===== src/rtl/dmem_arbiter_pkg.sv =====
// Shared types and defaults for the data-memory arbiter.
// This file holds the owner tag for the read return path, the default bus
// widths and the helper that sizes the starvation counter.
package dmem_arb_pkg;

    localparam int DEF_ADDR_W    = 32;
    localparam int DEF_DATA_W    = 32;
    localparam int DEF_MAX_BURST = 4;

    // Identifies which requester a pending read belongs to.
    typedef enum logic {
        OWN_CORE = 1'b0,
        OWN_DMA  = 1'b1
    } owner_t;

    // Returns the number of bits needed to count from 0 up to max_burst inclusive.
    // The result is never less than 1, even for degenerate inputs.
    function automatic int cnt_width(input int max_burst);
        if (max_burst < 1) begin
            return 1;
        end
        return $clog2(max_burst + 1);
    endfunction

    // Counter width for the default burst limit.
    localparam int CNT_W = cnt_width(DEF_MAX_BURST);

endpackage


===== src/rtl/dmem_arbiter_if.sv =====
// Bundle of the core port, the loader port and the memory-side signals.
// The slave modport is the arbiter's view.
// The master modport is the view of the surrounding SoC (core, loader and dmem).
interface dmem_arbiter_if
    import dmem_arb_pkg::*;
#(
    parameter int ADDR_W = DEF_ADDR_W,
    parameter int DATA_W = DEF_DATA_W
) ();

    // core0 load/store port
    logic              c_req;
    logic              c_we;
    logic [ADDR_W-1:0] c_addr;
    logic [DATA_W-1:0] c_wdata;
    logic              c_gnt;
    logic              c_rvalid;
    logic [DATA_W-1:0] c_rdata;

    // DMA / debug loader port
    logic              d_req;
    logic              d_we;
    logic [ADDR_W-1:0] d_addr;
    logic [DATA_W-1:0] d_wdata;
    logic              d_gnt;
    logic              d_rvalid;
    logic [DATA_W-1:0] d_rdata;

    // single-port data memory
    logic              m_en;
    logic              m_we;
    logic [ADDR_W-1:0] m_addr;
    logic [DATA_W-1:0] m_wdata;
    logic [DATA_W-1:0] m_rdata;

    modport slave (
        input  c_req, c_we, c_addr, c_wdata,
        output c_gnt, c_rvalid, c_rdata,
        input  d_req, d_we, d_addr, d_wdata,
        output d_gnt, d_rvalid, d_rdata,
        output m_en, m_we, m_addr, m_wdata,
        input  m_rdata
    );

    modport master (
        output c_req, c_we, c_addr, c_wdata,
        input  c_gnt, c_rvalid, c_rdata,
        output d_req, d_we, d_addr, d_wdata,
        input  d_gnt, d_rvalid, d_rdata,
        input  m_en, m_we, m_addr, m_wdata,
        output m_rdata
    );

endinterface


===== src/rtl/dmem_arbiter_starve_ctr.sv =====
// Saturating counter of back-to-back core grants won while the loader waits.
// A clear always wins over an increment.
// With neither clear nor inc asserted, the count holds.
module arb_starve_ctr
    import dmem_arb_pkg::*;
#(
    parameter int MAX_BURST = DEF_MAX_BURST,
    parameter int CTR_W     = cnt_width(MAX_BURST)
) (
    input  logic clk,
    input  logic reset,
    input  logic clear,
    input  logic inc,
    output logic at_max
);

    localparam logic [CTR_W-1:0] MAX_CNT = CTR_W'(MAX_BURST);

    logic [CTR_W-1:0] cnt_d;
    logic [CTR_W-1:0] cnt_q;

    // Next count: clear, saturating increment, or hold.
    always_comb begin
        cnt_d = cnt_q;
        if (clear) begin
            cnt_d = '0;
        end else if (inc && (cnt_q < MAX_CNT)) begin
            cnt_d = cnt_q + 1'b1;
        end
    end

    // Count register with synchronous reset.
    always_ff @(posedge clk) begin
        if (reset) begin
            cnt_q <= '0;
        end else begin
            cnt_q <= cnt_d;
        end
    end

    assign at_max = (cnt_q == MAX_CNT);

endmodule


===== src/rtl/dmem_arbiter.sv =====
// Shares the single-port dmem between core0 and the DMA/debug loader.
// The core has priority. After MAX_BURST consecutive core wins against a
// waiting loader, the loader takes the next slot.
// Grants are combinational; read data returns exactly one cycle after the grant.
module dmem_arbiter
    import dmem_arb_pkg::*;
#(
    parameter int ADDR_W    = DEF_ADDR_W,
    parameter int DATA_W    = DEF_DATA_W,
    parameter int MAX_BURST = DEF_MAX_BURST
) (
    input  logic           clk,
    input  logic           reset,
    input  logic           system_ena,
    dmem_arbiter_if.slave  bus
);

    logic              active;
    logic              starve_at_max;
    logic              starve_clr;
    logic              starve_inc;
    logic              c_gnt_w;
    logic              d_gnt_w;
    logic              c_rvalid_w;
    logic              d_rvalid_w;
    logic              m_we_w;
    logic [ADDR_W-1:0] m_addr_w;
    logic [DATA_W-1:0] m_wdata_w;

    logic              rd_pend_d;
    logic              rd_pend_q;
    owner_t            rd_own_d;
    owner_t            rd_own_q;
    logic [DATA_W-1:0] c_rdata_d;
    logic [DATA_W-1:0] c_rdata_q;
    logic [DATA_W-1:0] d_rdata_d;
    logic [DATA_W-1:0] d_rdata_q;

    // Starvation counter; it only moves in cycles where arbitration actually happens.
    arb_starve_ctr #(
        .MAX_BURST (MAX_BURST)
    ) u_starve_ctr (
        .clk    (clk),
        .reset  (reset),
        .clear  (starve_clr),
        .inc    (starve_inc),
        .at_max (starve_at_max)
    );

    // Arbitration: the core wins unless the loader has waited MAX_BURST core grants.
    // Grants are suppressed while disabled or in reset.
    always_comb begin
        active     = system_ena & ~reset;
        c_gnt_w    = active & bus.c_req & (~bus.d_req | ~starve_at_max);
        d_gnt_w    = active & bus.d_req & (~bus.c_req | starve_at_max);
        starve_clr = active & (~bus.d_req | d_gnt_w);
        starve_inc = active & bus.c_req & bus.d_req & ~starve_at_max;
    end

    // Memory command mux. When nothing is granted, the core inputs still drive addr/wdata.
    always_comb begin
        m_we_w    = 1'b0;
        m_addr_w  = bus.c_addr;
        m_wdata_w = bus.c_wdata;
        if (d_gnt_w) begin
            m_we_w    = bus.d_we;
            m_addr_w  = bus.d_addr;
            m_wdata_w = bus.d_wdata;
        end else if (c_gnt_w) begin
            m_we_w    = bus.c_we;
        end
    end

    // Read tracking and return path.
    // A granted read marks its owner for next cycle, and each port keeps its last returned word.
    always_comb begin
        rd_pend_d = (c_gnt_w & ~bus.c_we) | (d_gnt_w & ~bus.d_we);
        rd_own_d  = rd_own_q;
        if (d_gnt_w && !bus.d_we) begin
            rd_own_d = OWN_DMA;
        end else if (c_gnt_w && !bus.c_we) begin
            rd_own_d = OWN_CORE;
        end
        c_rvalid_w = rd_pend_q & (rd_own_q == OWN_CORE) & ~reset;
        d_rvalid_w = rd_pend_q & (rd_own_q == OWN_DMA) & ~reset;
        c_rdata_d  = c_rvalid_w ? bus.m_rdata : c_rdata_q;
        d_rdata_d  = d_rvalid_w ? bus.m_rdata : d_rdata_q;
    end

    // Pending-read flag, owner tag and held read data, with synchronous reset.
    always_ff @(posedge clk) begin
        if (reset) begin
            rd_pend_q <= 1'b0;
            rd_own_q  <= OWN_CORE;
            c_rdata_q <= '0;
            d_rdata_q <= '0;
        end else begin
            rd_pend_q <= rd_pend_d;
            rd_own_q  <= rd_own_d;
            c_rdata_q <= c_rdata_d;
            d_rdata_q <= d_rdata_d;
        end
    end

    // Drive the interface outputs.
    always_comb begin
        bus.c_gnt    = c_gnt_w;
        bus.d_gnt    = d_gnt_w;
        bus.c_rvalid = c_rvalid_w;
        bus.d_rvalid = d_rvalid_w;
        bus.c_rdata  = c_rdata_d;
        bus.d_rdata  = d_rdata_d;
        bus.m_en     = c_gnt_w | d_gnt_w;
        bus.m_we     = m_we_w;
        bus.m_addr   = m_addr_w;
        bus.m_wdata  = m_wdata_w;
    end

endmodule

===== src/flat_wrapper.sv =====
// flat-port wrapper written by rule: the top's interface ports become plain ports
module dmem_arbiter_flat import dmem_arb_pkg::*;
#(
    parameter int ADDR_W    = DEF_ADDR_W,
    parameter int DATA_W    = DEF_DATA_W,
    parameter int MAX_BURST = DEF_MAX_BURST
)
  (clk, reset, system_ena, bus_c_req, bus_c_we, bus_c_addr, bus_c_wdata, bus_c_gnt, bus_c_rvalid, bus_c_rdata, bus_d_req, bus_d_we, bus_d_addr, bus_d_wdata, bus_d_gnt, bus_d_rvalid, bus_d_rdata, bus_m_en, bus_m_we, bus_m_addr, bus_m_wdata, bus_m_rdata);
  dmem_arbiter_if #(.ADDR_W(ADDR_W), .DATA_W(DATA_W)) bus_i ();
  input  logic clk;
  input  logic reset;
  input  logic system_ena;
  input wire logic [$bits(bus_i.c_req)-1:0] bus_c_req;
  input wire logic [$bits(bus_i.c_we)-1:0] bus_c_we;
  input wire logic [$bits(bus_i.c_addr)-1:0] bus_c_addr;
  input wire logic [$bits(bus_i.c_wdata)-1:0] bus_c_wdata;
  output wire logic [$bits(bus_i.c_gnt)-1:0] bus_c_gnt;
  output wire logic [$bits(bus_i.c_rvalid)-1:0] bus_c_rvalid;
  output wire logic [$bits(bus_i.c_rdata)-1:0] bus_c_rdata;
  input wire logic [$bits(bus_i.d_req)-1:0] bus_d_req;
  input wire logic [$bits(bus_i.d_we)-1:0] bus_d_we;
  input wire logic [$bits(bus_i.d_addr)-1:0] bus_d_addr;
  input wire logic [$bits(bus_i.d_wdata)-1:0] bus_d_wdata;
  output wire logic [$bits(bus_i.d_gnt)-1:0] bus_d_gnt;
  output wire logic [$bits(bus_i.d_rvalid)-1:0] bus_d_rvalid;
  output wire logic [$bits(bus_i.d_rdata)-1:0] bus_d_rdata;
  output wire logic [$bits(bus_i.m_en)-1:0] bus_m_en;
  output wire logic [$bits(bus_i.m_we)-1:0] bus_m_we;
  output wire logic [$bits(bus_i.m_addr)-1:0] bus_m_addr;
  output wire logic [$bits(bus_i.m_wdata)-1:0] bus_m_wdata;
  input wire logic [$bits(bus_i.m_rdata)-1:0] bus_m_rdata;
  assign bus_i.c_req = bus_c_req;
  assign bus_i.c_we = bus_c_we;
  assign bus_i.c_addr = bus_c_addr;
  assign bus_i.c_wdata = bus_c_wdata;
  assign bus_c_gnt = bus_i.c_gnt;
  assign bus_c_rvalid = bus_i.c_rvalid;
  assign bus_c_rdata = bus_i.c_rdata;
  assign bus_i.d_req = bus_d_req;
  assign bus_i.d_we = bus_d_we;
  assign bus_i.d_addr = bus_d_addr;
  assign bus_i.d_wdata = bus_d_wdata;
  assign bus_d_gnt = bus_i.d_gnt;
  assign bus_d_rvalid = bus_i.d_rvalid;
  assign bus_d_rdata = bus_i.d_rdata;
  assign bus_m_en = bus_i.m_en;
  assign bus_m_we = bus_i.m_we;
  assign bus_m_addr = bus_i.m_addr;
  assign bus_m_wdata = bus_i.m_wdata;
  assign bus_i.m_rdata = bus_m_rdata;
  dmem_arbiter #(.ADDR_W(ADDR_W), .DATA_W(DATA_W), .MAX_BURST(MAX_BURST)) u_core (.clk(clk), .reset(reset), .system_ena(system_ena), .bus(bus_i));
endmodule

===== config.mk =====
export PLATFORM = sky130hd
export DESIGN_NAME = dmem_arbiter_flat
export DESIGN_NICKNAME = d
export VERILOG_FILES = /design/src/rtl/dmem_arbiter_pkg.sv /design/src/rtl/dmem_arbiter_if.sv /design/src/rtl/dmem_arbiter_starve_ctr.sv /design/src/rtl/dmem_arbiter.sv /design/src/flat_wrapper.sv
export SDC_FILE = /design/constraint.sdc
export NUM_CORES = 1
export LEC_CHECK = 0
export ABC_CLOCK_PERIOD_IN_PS = 1740
export BUFFER_PORTS_ARGS = -buffer_cell sky130_fd_sc_hd__buf_2
export CAP_MARGIN = 30
export CORE_AREA = 2 2 118 120
export CTS_CLUSTER_DIAMETER = 40
export DETAILED_ROUTE_END_ITERATION = 10
export DIE_AREA = 0 0 120 122
export GPL_TIMING_DRIVEN = 1
export PLACE_DENSITY = 0.72
export SYNTH_ARGS = -nofsm -noshare
export SYNTH_HDL_FRONTEND = slang
export SYNTH_HIERARCHICAL = 1
export SYNTH_SLANG_ARGS = --single-unit

===== constraint.sdc =====
create_clock -name clk -period 1.74 [get_ports clk]
set_input_delay 0.087 -clock clk [delete_from_list [all_inputs] [get_ports clk]]
set_output_delay 0.087 -clock clk [all_outputs]
set_load 0.01 [all_outputs]

* Word level (Yosys, flattened, before mapping)
Index checks and enable logic that the tools add are counted.
** Cells by class
- Add/subtract/negate cells :: 1
- $lt $le $gt $ge :: 1
- Eq/ne operators :: 1
- Multiplexer cells :: 8
- Bitwise operators :: 26
- Reductions and logical operators :: 7
** Operator list (count)
- 32-bit 2-to-1 mux :: 4
- 1-bit AND :: 14
- 1-bit inverter :: 7
- 1-bit bitwise OR :: 5
- 1-bit 2-to-1 mux :: 4
- 3-bit by 1-bit adder with 3-bit output, second input constant :: 1
- 3-bit equality test, second input constant :: 1
- 1-bit logical AND :: 3
- 3-bit < comparator, second input constant :: 1
- 1-bit zero test :: 2
- 2-bit nonzero test :: 1
- 2-bit OR reduction :: 1
** Word-level totals
- Flip-flop bits (word level) :: 69
- Bits of input ports :: 167
- Output and inout bits :: 134
- Logic and storage cells :: 49

* Logic depth before layout (Yosys ltp)
Gate-level depths: netlist of the first run.
- Word-level depth :: 7
- Gate-level depth with buffers :: 9
- Depth with buffers taken out :: 9

* Hierarchy
The synthesis of the first run kept the hierarchy.
** Modules (own cells, without submodules)
- dmem_arbiter :: instances 1, cells each 296, area an instance 3490.8 um2, sequential area each 1321.3 um2
- arb_starve_ctr :: instances 1, cells each 15, area an instance 151.4 um2, sequential area each 60.1 um2

* Worst setup path before layout of the first run
No wires, ideal clock.
- Path type :: register to output
- Start :: register u_core.u_starve_ctr.cnt_q[0]
- End :: output port bus_m_addr[23]
- Arrival time :: 1602 ps
- Data required time :: 1653 ps
- Path slack :: 51 ps
- Stages on the path, launching flop included :: 9
- Path buffers :: 2
- Cell sequence :: dfxtp_1 -> inv_1 -> ha_1 -> and2_1 -> nand2b_1 -> nand3_2 -> buf_6 -> buf_6 -> mux2_1
** Between the ends
- Longest elaborated chain between the ends :: 4
** RTL lines
- from (decl) :: line dmem_arbiter_starve_ctr.sv:20 : logic [CTR_W-1:0] cnt_q;
- from (signal assigned) :: line dmem_arbiter_starve_ctr.sv:37 : cnt_q <= cnt_d;
- 3-bit equality test :: line dmem_arbiter_starve_ctr.sv:41 : assign at_max = (cnt_q == MAX_CNT);
- net u_core.starve_at_max :: line dmem_arbiter.sv:19 : logic starve_at_max;
- 1-bit bitwise OR :: line dmem_arbiter.sv:55 : d_gnt_w = active & bus.d_req & (~bus.c_req | starve_at_max);
- 1-bit AND :: line dmem_arbiter.sv:55
- 32-bit 2-to-1 mux :: line dmem_arbiter.sv:65 : if (d_gnt_w) begin
- to (decl) :: line flat_wrapper.sv:29 : output wire logic [$bits(bus_i.m_addr)-1:0] bus_m_addr;
The timed path passes the listed nets, and every way through them passes these cells.

* Final worst setup path of the first run
- Start :: register u_core.u_starve_ctr.cnt_q[1]
- End :: output port bus_m_addr[27]
Same word-level chain as after synthesis.

==> results of run 1 <==
[worst max-delay path, stage by stage (launching register included)]
cell and delay (ps):
dfxtp_2 330, inv_2 50, ha_4 150, and2_4 150, nand2b_4 150, nand3_4 100, buf_8 160, buf_16 140
mux2_4 330, buf_6 130
[state kept, by name, summed over array words and instances (netlist names)]
name                       cells
u_core/c_rdata_q              32
u_core/d_rdata_q              32
u_core/u_starve_ctr/cnt_q      3
u_core/rd_own_q                1
u_core/rd_pend_q               1
[how the worst max path moves through the flow]
| stage | startpoint | end | depth (start not counted) |
|---|---|---|---|
| finish | u_core/u_starve_ctr/cnt_q[1] | bus_m_addr[27] | 9 |
| detailed placement | u_core/u_starve_ctr/cnt_q[0] | bus_m_addr[5] | 8 |
| CTS | u_core/u_starve_ctr/cnt_q[0] | bus_m_addr[5] | 9 |
| global route | u_core/u_starve_ctr/cnt_q[0] | bus_m_addr[27] | 9 |
| floorplan | u_core/u_starve_ctr/cnt_q[0] | bus_m_addr[23] | 8 |
| global placement | u_core/u_starve_ctr/cnt_q[0] | bus_m_addr[22] | 8 |
[repair_timing]
item,4_1_cts,5_1_grt
setup endpoints to repair,99,111
gates cloned,10,4
gates resized for setup,178,111
pin swaps,4,2
hold endpoints to repair,2,0
hold buffers,1,0
buffers inserted,16,4
[Yosys cell counts, drive strengths merged]
| library cell | number |
|---|---|
| mux2 | 128 |
| dfxtp | 69 |
| nor2b | 42 |
| and2b | 25 |
| buf | 13 |
| clkbuf | 7 |
| inv | 5 |
| nor3 | 3 |
| and3 | 2 |
| ha | 2 |
| a21boi | 1 |
| a21oi | 1 |
| a22o | 1 |
| and2 | 1 |
| mux2i | 1 |
| nand2 | 1 |
| nand2b | 1 |
| nand3 | 1 |
| nand3b | 1 |
| nand4b | 1 |
| nor3b | 1 |
| o21ai | 1 |
| o2bb2ai | 1 |
| or2 | 1 |
| xnor2 | 1 |
[per-layer routing]
layer	vias up	track usage [%]
met3	33	7.58
met4	2	6.99
li1	1741	-
met5	-	0
met1	1778	23.3
met2	212	35.9
[metrics by stage]
step	setup TNS [ps]	util [%]	power, mW	worst slack, ps	instances
after floorplan	0	-	1.93	51.0	311
after global placement	-3420	39.6	2.31	-95.7	781
after detailed placement	-3630	39.6	2.31	-99.7	781
after CTS	-24000	50.8	4.44	-408	823
after global routing	-29150	54.9	4.66	-427	828
final	-22430	55.0	4.51	-373	829
[area by class of cell]
type	instances	area, sq um	share of cell area [%]
Timing Repair Buffer	341	2920	39.3
Inverter	5	23.8	0.320
Multi-Input combinational cell	217	2550	34.4
Clock inverter	6	70.1	0.944
Antenna cell	1	2.50	0.0337
Sequential cell	69	1390	18.7
Clock buffer	10	239	3.22
Tap cell	180	225	3.03
[report_power, final]
group	leakage, nW	switching, mW	internal, mW
registers	0.559	0.00629	1.60
clock network	0.142	0.715	1.16
logic	3.28	0.405	0.626
total	3.98	1.13	3.38
[logic make-up (layout without fill, tap and decap cells)]
| family | Yosys count | count (layout) |
|---|---|---|
| AO/OA/AOI/OAI | 5 | 5 |
| XOR/XNOR | 1 | 1 |
| other | 0 | 1 |
| flip-flops | 69 | 69 |
| multiplexers | 129 | 129 |
| AND/OR/NAND/NOR | 80 | 80 |
| buffers and inverters | 25 | 362 |
| adder cells (fa/ha/maj) | 2 | 2 |
==> metrics.cfg, run 1 <==
[run_status]
outcome=finished, violations left
violations=setup timing

[pwr]
ir_drop_v=0.000417
p_leak_nw=3.98
p_per_area_nw_per_um2=607

[synth]
synth_area_sq_um=3640
ys_ff_latch=69
yosys-mux-area-fraction_pct=40.2
syn_inst=311
synth_compound_area_share_pct=0.962
synth-xor-area-share_pct=0.240
ys_types=31
ys.warnings.count=6
syn_avg_cell_area_sq_um=11.7
synth_top_family_by_area=multiplexers
yosys.area_share.simple_pct=15.6
seq_area_frac_synth_pct=37.9
synth_adder_area_share_pct=0.687
syn_nets=480
yosysTopAreaCellShare_pct=37.9
yosys-top-cells-area=dfxtp_1 38%, mux2_2 31%, mux2_1 7.4%, nor2b_1 6.9%, and2b_1 5.2%
synth_top_area_cell=dfxtp_1

[die]
num_rows=43
die-area_sq_um=14600
coreArea_sq_um=13500
die_height_microns=122
pin_count=301
die_x_microns=120
start_util_pct=27.0

[detailed_routing]
drc=0
route.met3.wl_microns=1650
drtPass1Iterations=4
initialDrtViolationCount=159
routedWlPerCell_microns=20.3
top_layer_used=met5
drtAntennaViolNets=0
drt-met1-wl_microns=6050
viasPerCell=4.54
num_vias=3766
wl_met2_microns=8760
wl_microns=16800

[timing]
holdWs_ps=84.8
finalHoldViolations=0
worst_pin_slew_ps=390
fin_crit_ps=2110
max-slew-margin-rel_pct=73.8
timing.fmax_mhz=473
drv_slew=0
grt_setup_unrepaired=true
post-route-period-util_pct=121
setup_viol=107
timing.final.ws_setup_ps=-373
finalClockSkew_ps=6.85

[hold_path]
worstHoldStart=reset
hold_class=primary input to register
holdPathStages=2
min_delay_worst_endpoint=u_core/u_starve_ctr/cnt_q[0]

[clock_network]
cts_max_path_buffers=2
root_buffer=clkbuf_16
clk_latency_ps=330
cts_tree=built
cts-htree-levels=3
clock_sinks=69
cts_buffers=9
path_clk_slew_ps=60

[final_layout]
num-nets-final=812
final.fill_count=1137
drive_gt1_share_pct=76.7
synthToLayoutAreaGrowth_pct=104
layout.cells.most_common=buf_2
design_area_sq_um=7420
layout_common_cells=181 x buf_2, 124 x buf_6, 115 x mux2_4

[critical_path]
critical_path_class=register to primary output
critPathRequiredTime_ps=1650
r2r_setup_slack_ps=0
cp_max_fo=7
worstPathArrival_ps=2030
cp-end-kind=primary output
worstReg2RegStart=u_core/u_starve_ctr/cnt_q[1]
start_kind=register
worstReg2RegEnd=u_core/u_starve_ctr/cnt_q[1]
r2r_cells=10

[global_routing]
grt_pass1_vias=3926
grt_start_max_net_pins=40
grt_overflow=0
antenna_found_initial=2
grt_use_total_pct=20.6
grt_pass1_wl_microns=22300

[placement]
gp_congestion=0.826
hpwl_microns=11000
port-buffer-count=300
place_area_sq_um=5350

[run]
cap_violations=0

(Power assumes the default switching activity.)
==> inputs of run 2 (changes only) <==
--- a/config.mk
+++ b/config.mk
@@ -8,13 +8,12 @@
 export ABC_CLOCK_PERIOD_IN_PS = 1740
 export BUFFER_PORTS_ARGS = -buffer_cell sky130_fd_sc_hd__buf_2
 export CAP_MARGIN = 30
-export CORE_AREA = 2 2 118 120
+export CORE_AREA = 2 2 117 119
 export CTS_CLUSTER_DIAMETER = 40
 export DETAILED_ROUTE_END_ITERATION = 10
-export DIE_AREA = 0 0 120 122
+export DIE_AREA = 0 0 119 121
 export GPL_TIMING_DRIVEN = 1
-export PLACE_DENSITY = 0.72
+export PLACE_DENSITY = 0.75
 export SYNTH_ARGS = -nofsm -noshare
 export SYNTH_HDL_FRONTEND = slang
-export SYNTH_HIERARCHICAL = 1
 export SYNTH_SLANG_ARGS = --single-unit
==> metrics.cfg, run 2 <==
[synth]
async_flop_share_pct=0
syn_inst=314
ys_types=28
seq_area_frac_synth_pct=35.7
syn_avg_cell_area_sq_um=12.3
synth_area_sq_um=3860
yosys-top-cells-area=dfxtp_1 36%, mux2_4 23%, mux2_2 16%, and2_1 10%, mux2_1 4.7%
synth_top_area_cell=dfxtp_1
synth_edf_count=0
yosysTopAreaCellShare_pct=35.7
ys.warnings.count=0
synth_flop_cell=dfxtp_1
yosysMostFrequentCell=dfxtp_1
synth_common_cells=69 x dfxtp_1, 64 x and2_1, 58 x mux2_4
syn_nets=483
ys_ff_latch=69

[final_layout]
synthToLayoutAreaGrowth_pct=87.5
num-nets-final=822
antenna_cells=0
final.fill_count=1086
fin_util_pct=55.4
reg_top3=u_core.c_rdata_q: 32 flops, u_core.d_rdata_q: 32 flops, u_core.u_starve_ctr.cnt_q: 3 flops
drive_gt1_share_pct=76.6
layout_common_cells=201 x buf_2, 109 x buf_6, 100 x mux2_4
layout.cells.most_common=buf_2

[detailed_routing]
wl_met2_microns=8270
initialDrtViolationCount=206
drt-met1-wl_microns=5760
routedWlPerCell_microns=18.1
route.met3.wl_microns=874
wl_microns=15100
viasPerCell=4.50
drtPass1Iterations=4
top_layer_used=met4
drtAntennaViolNets=0
num_vias=3757
drc=0

[timing]
finalClockSkew_ps=3.40
fin_crit_ps=2090
post-route-period-util_pct=120
timing.final.ws_setup_ps=-350
finalHoldViolations=0
grt_setup_unrepaired=true
max-slew-margin-rel_pct=81.2
drv_slew=0
worst_pin_slew_ps=282
timing.fmax_mhz=478
setup_viol=90

[clock_network]
cts_buffers=9
cts_tree=built
cts-htree-levels=3
root_buffer=clkbuf_16
clock_sinks=69
cts_max_path_buffers=2
clk_latency_ps=330
path_clk_slew_ps=60

[critical_path]
cp-end-kind=primary output
r2r_setup_slack_ps=20
cp_max_fo=6
critPathRequiredTime_ps=1650
worstReg2RegStart=u_core.u_starve_ctr.cnt_q[0]
r2r_cells=11
critical_path_class=register to primary output
worstReg2RegEnd=u_core.rd_pend_q
start_kind=register
worstPathArrival_ps=2000

[global_routing]
grt_overflow=0
antenna_found_initial=0
grt_use_total_pct=18.7
grt_pass1_wl_microns=20800
grt_pass1_vias=3916
grt_start_max_net_pins=35

[pwr]
total_power_mw=4.45
p_per_area_nw_per_um2=615
ir_drop_v=0.000440
p_leak_nw=3.70

[die]
die_height_microns=121
start_util_pct=29.5
num_rows=42
pin_count=301
die-area_sq_um=14400
die_x_microns=119
coreArea_sq_um=13100

[hold_path]
hold_class=primary input to register
holdPathStages=2
min_delay_worst_endpoint=u_core.u_starve_ctr.cnt_q[1]
worstHoldStart=reset

[run]
cap_violations=0

[placement]
gp_congestion=0.907
port-buffer-count=300
hpwl_microns=9390

[run_status]
violations=setup timing
outcome=finished, violations left

-- run 2: cell count changes after synthesis, moves of 2 or more --
cell     previous run  this run
and2_1              1        64
nand2_1             1         3
nor2b_1            40         1
buf_6               7        10
inv_1               5         7
and2b_1            25         0
mux2_1             24        16
buf_2               3         0
mux2_2            101        54
mux2_4              3        58
and4b_1             0         2
nor3_1              3         0
-- run 2: area by class of cell --
| cell class | count | area [sq um] | area share, % |
|---|---|---|---|
| tap | 176 | 220 | 3.04 |
| clock buffer | 10 | 229 | 3.16 |
| multi-input combinational | 218 | 2470 | 34.1 |
| sequential | 69 | 1390 | 19.2 |
| timing repair buffer | 348 | 2820 | 38.9 |
| clock inverter | 6 | 87.6 | 1.21 |
| inverter | 7 | 26.3 | 0.363 |
-- run 2: layer usage --
layer	up-vias	track usage, %
li1	1763	-
met1	1804	21.0
met2	173	34.8
met3	17	5.08
met4	0	4.76
met5	-	0
-- run 2: worst max path at each step --
stage | startpoint | endpoint | slack, ps | cells after the start
3_5_place_dp | u_core.u_starve_ctr.cnt_q[0] | bus_m_addr[15] | -10 | 7
4_1_cts | u_core.u_starve_ctr.cnt_q[1] | bus_m_wdata[18] | -330 | 10
2_1_floorplan | u_core.u_starve_ctr.cnt_q[0] | bus_m_wdata[25] | 170 | 7
3_3_place_gp | u_core.u_starve_ctr.cnt_q[0] | bus_m_wdata[0] | 40 | 7
5_1_grt | u_core.u_starve_ctr.cnt_q[0] | bus_m_wdata[30] | -410 | 10
6_report | u_core.u_starve_ctr.cnt_q[0] | bus_m_wdata[30] | -350 | 10
-- run 2: worst max-delay path: stages (launching register included) --
cell and delay [ps]:
dfxtp_2 330, inv_2 70, ha_4 150, nand2_4 50
a21oi_4 160, buf_12 120, buf_12 110, buf_8 120
buf_16 130, mux2_4 310, buf_6 120
-- run 2: kinds of logic after synthesis --
| kind of cell | Yosys count | synth area share [%] |
|---|---|---|
| and+or+nand+nor | 77 | 13.5 |
| AOI/OAI and AO/OA | 11 | 2.27 |
| DFF | 69 | 35.7 |
| buffers and inverters | 27 | 4.95 |
| adders and majority gates | 2 | 0.647 |
| muxes | 128 | 42.9 |
-- run 2: power by group --
part,switching [mW],internal (mW)
logic,0.357,0.550
registers,0.00636,1.60
clock network,0.688,1.25
-- run 2: timing repair --
| item | CTS | global route |
|---|---|---|
| gates resized for setup | 131 | 57 |
| setup endpoints to repair | 97 | 132 |
| endpoints found under the hold margin | 0 | 0 |
| hold buffers | 0 | 0 |
| buffers inserted | 19 | 14 |
| gates cloned | 8 | 4 |
| pin swaps | 5 | 2 |
-- run 2: per-stage QoR --
stage          std cells  setup TNS (ps)  instance area (sq um)  hold slack (ps)  setup slack, ps
2_1_floorplan        314               0                   3860              256              172
3_3_place_gp         778               0                   5540              385             40.3
3_5_place_dp         778           -17.4                   5540              406            -9.52
4_1_cts              820          -19170                   6860             55.4             -332
5_1_grt              834          -25790                   7250             72.3             -411
6_report             834          -18560                   7250             69.7             -350
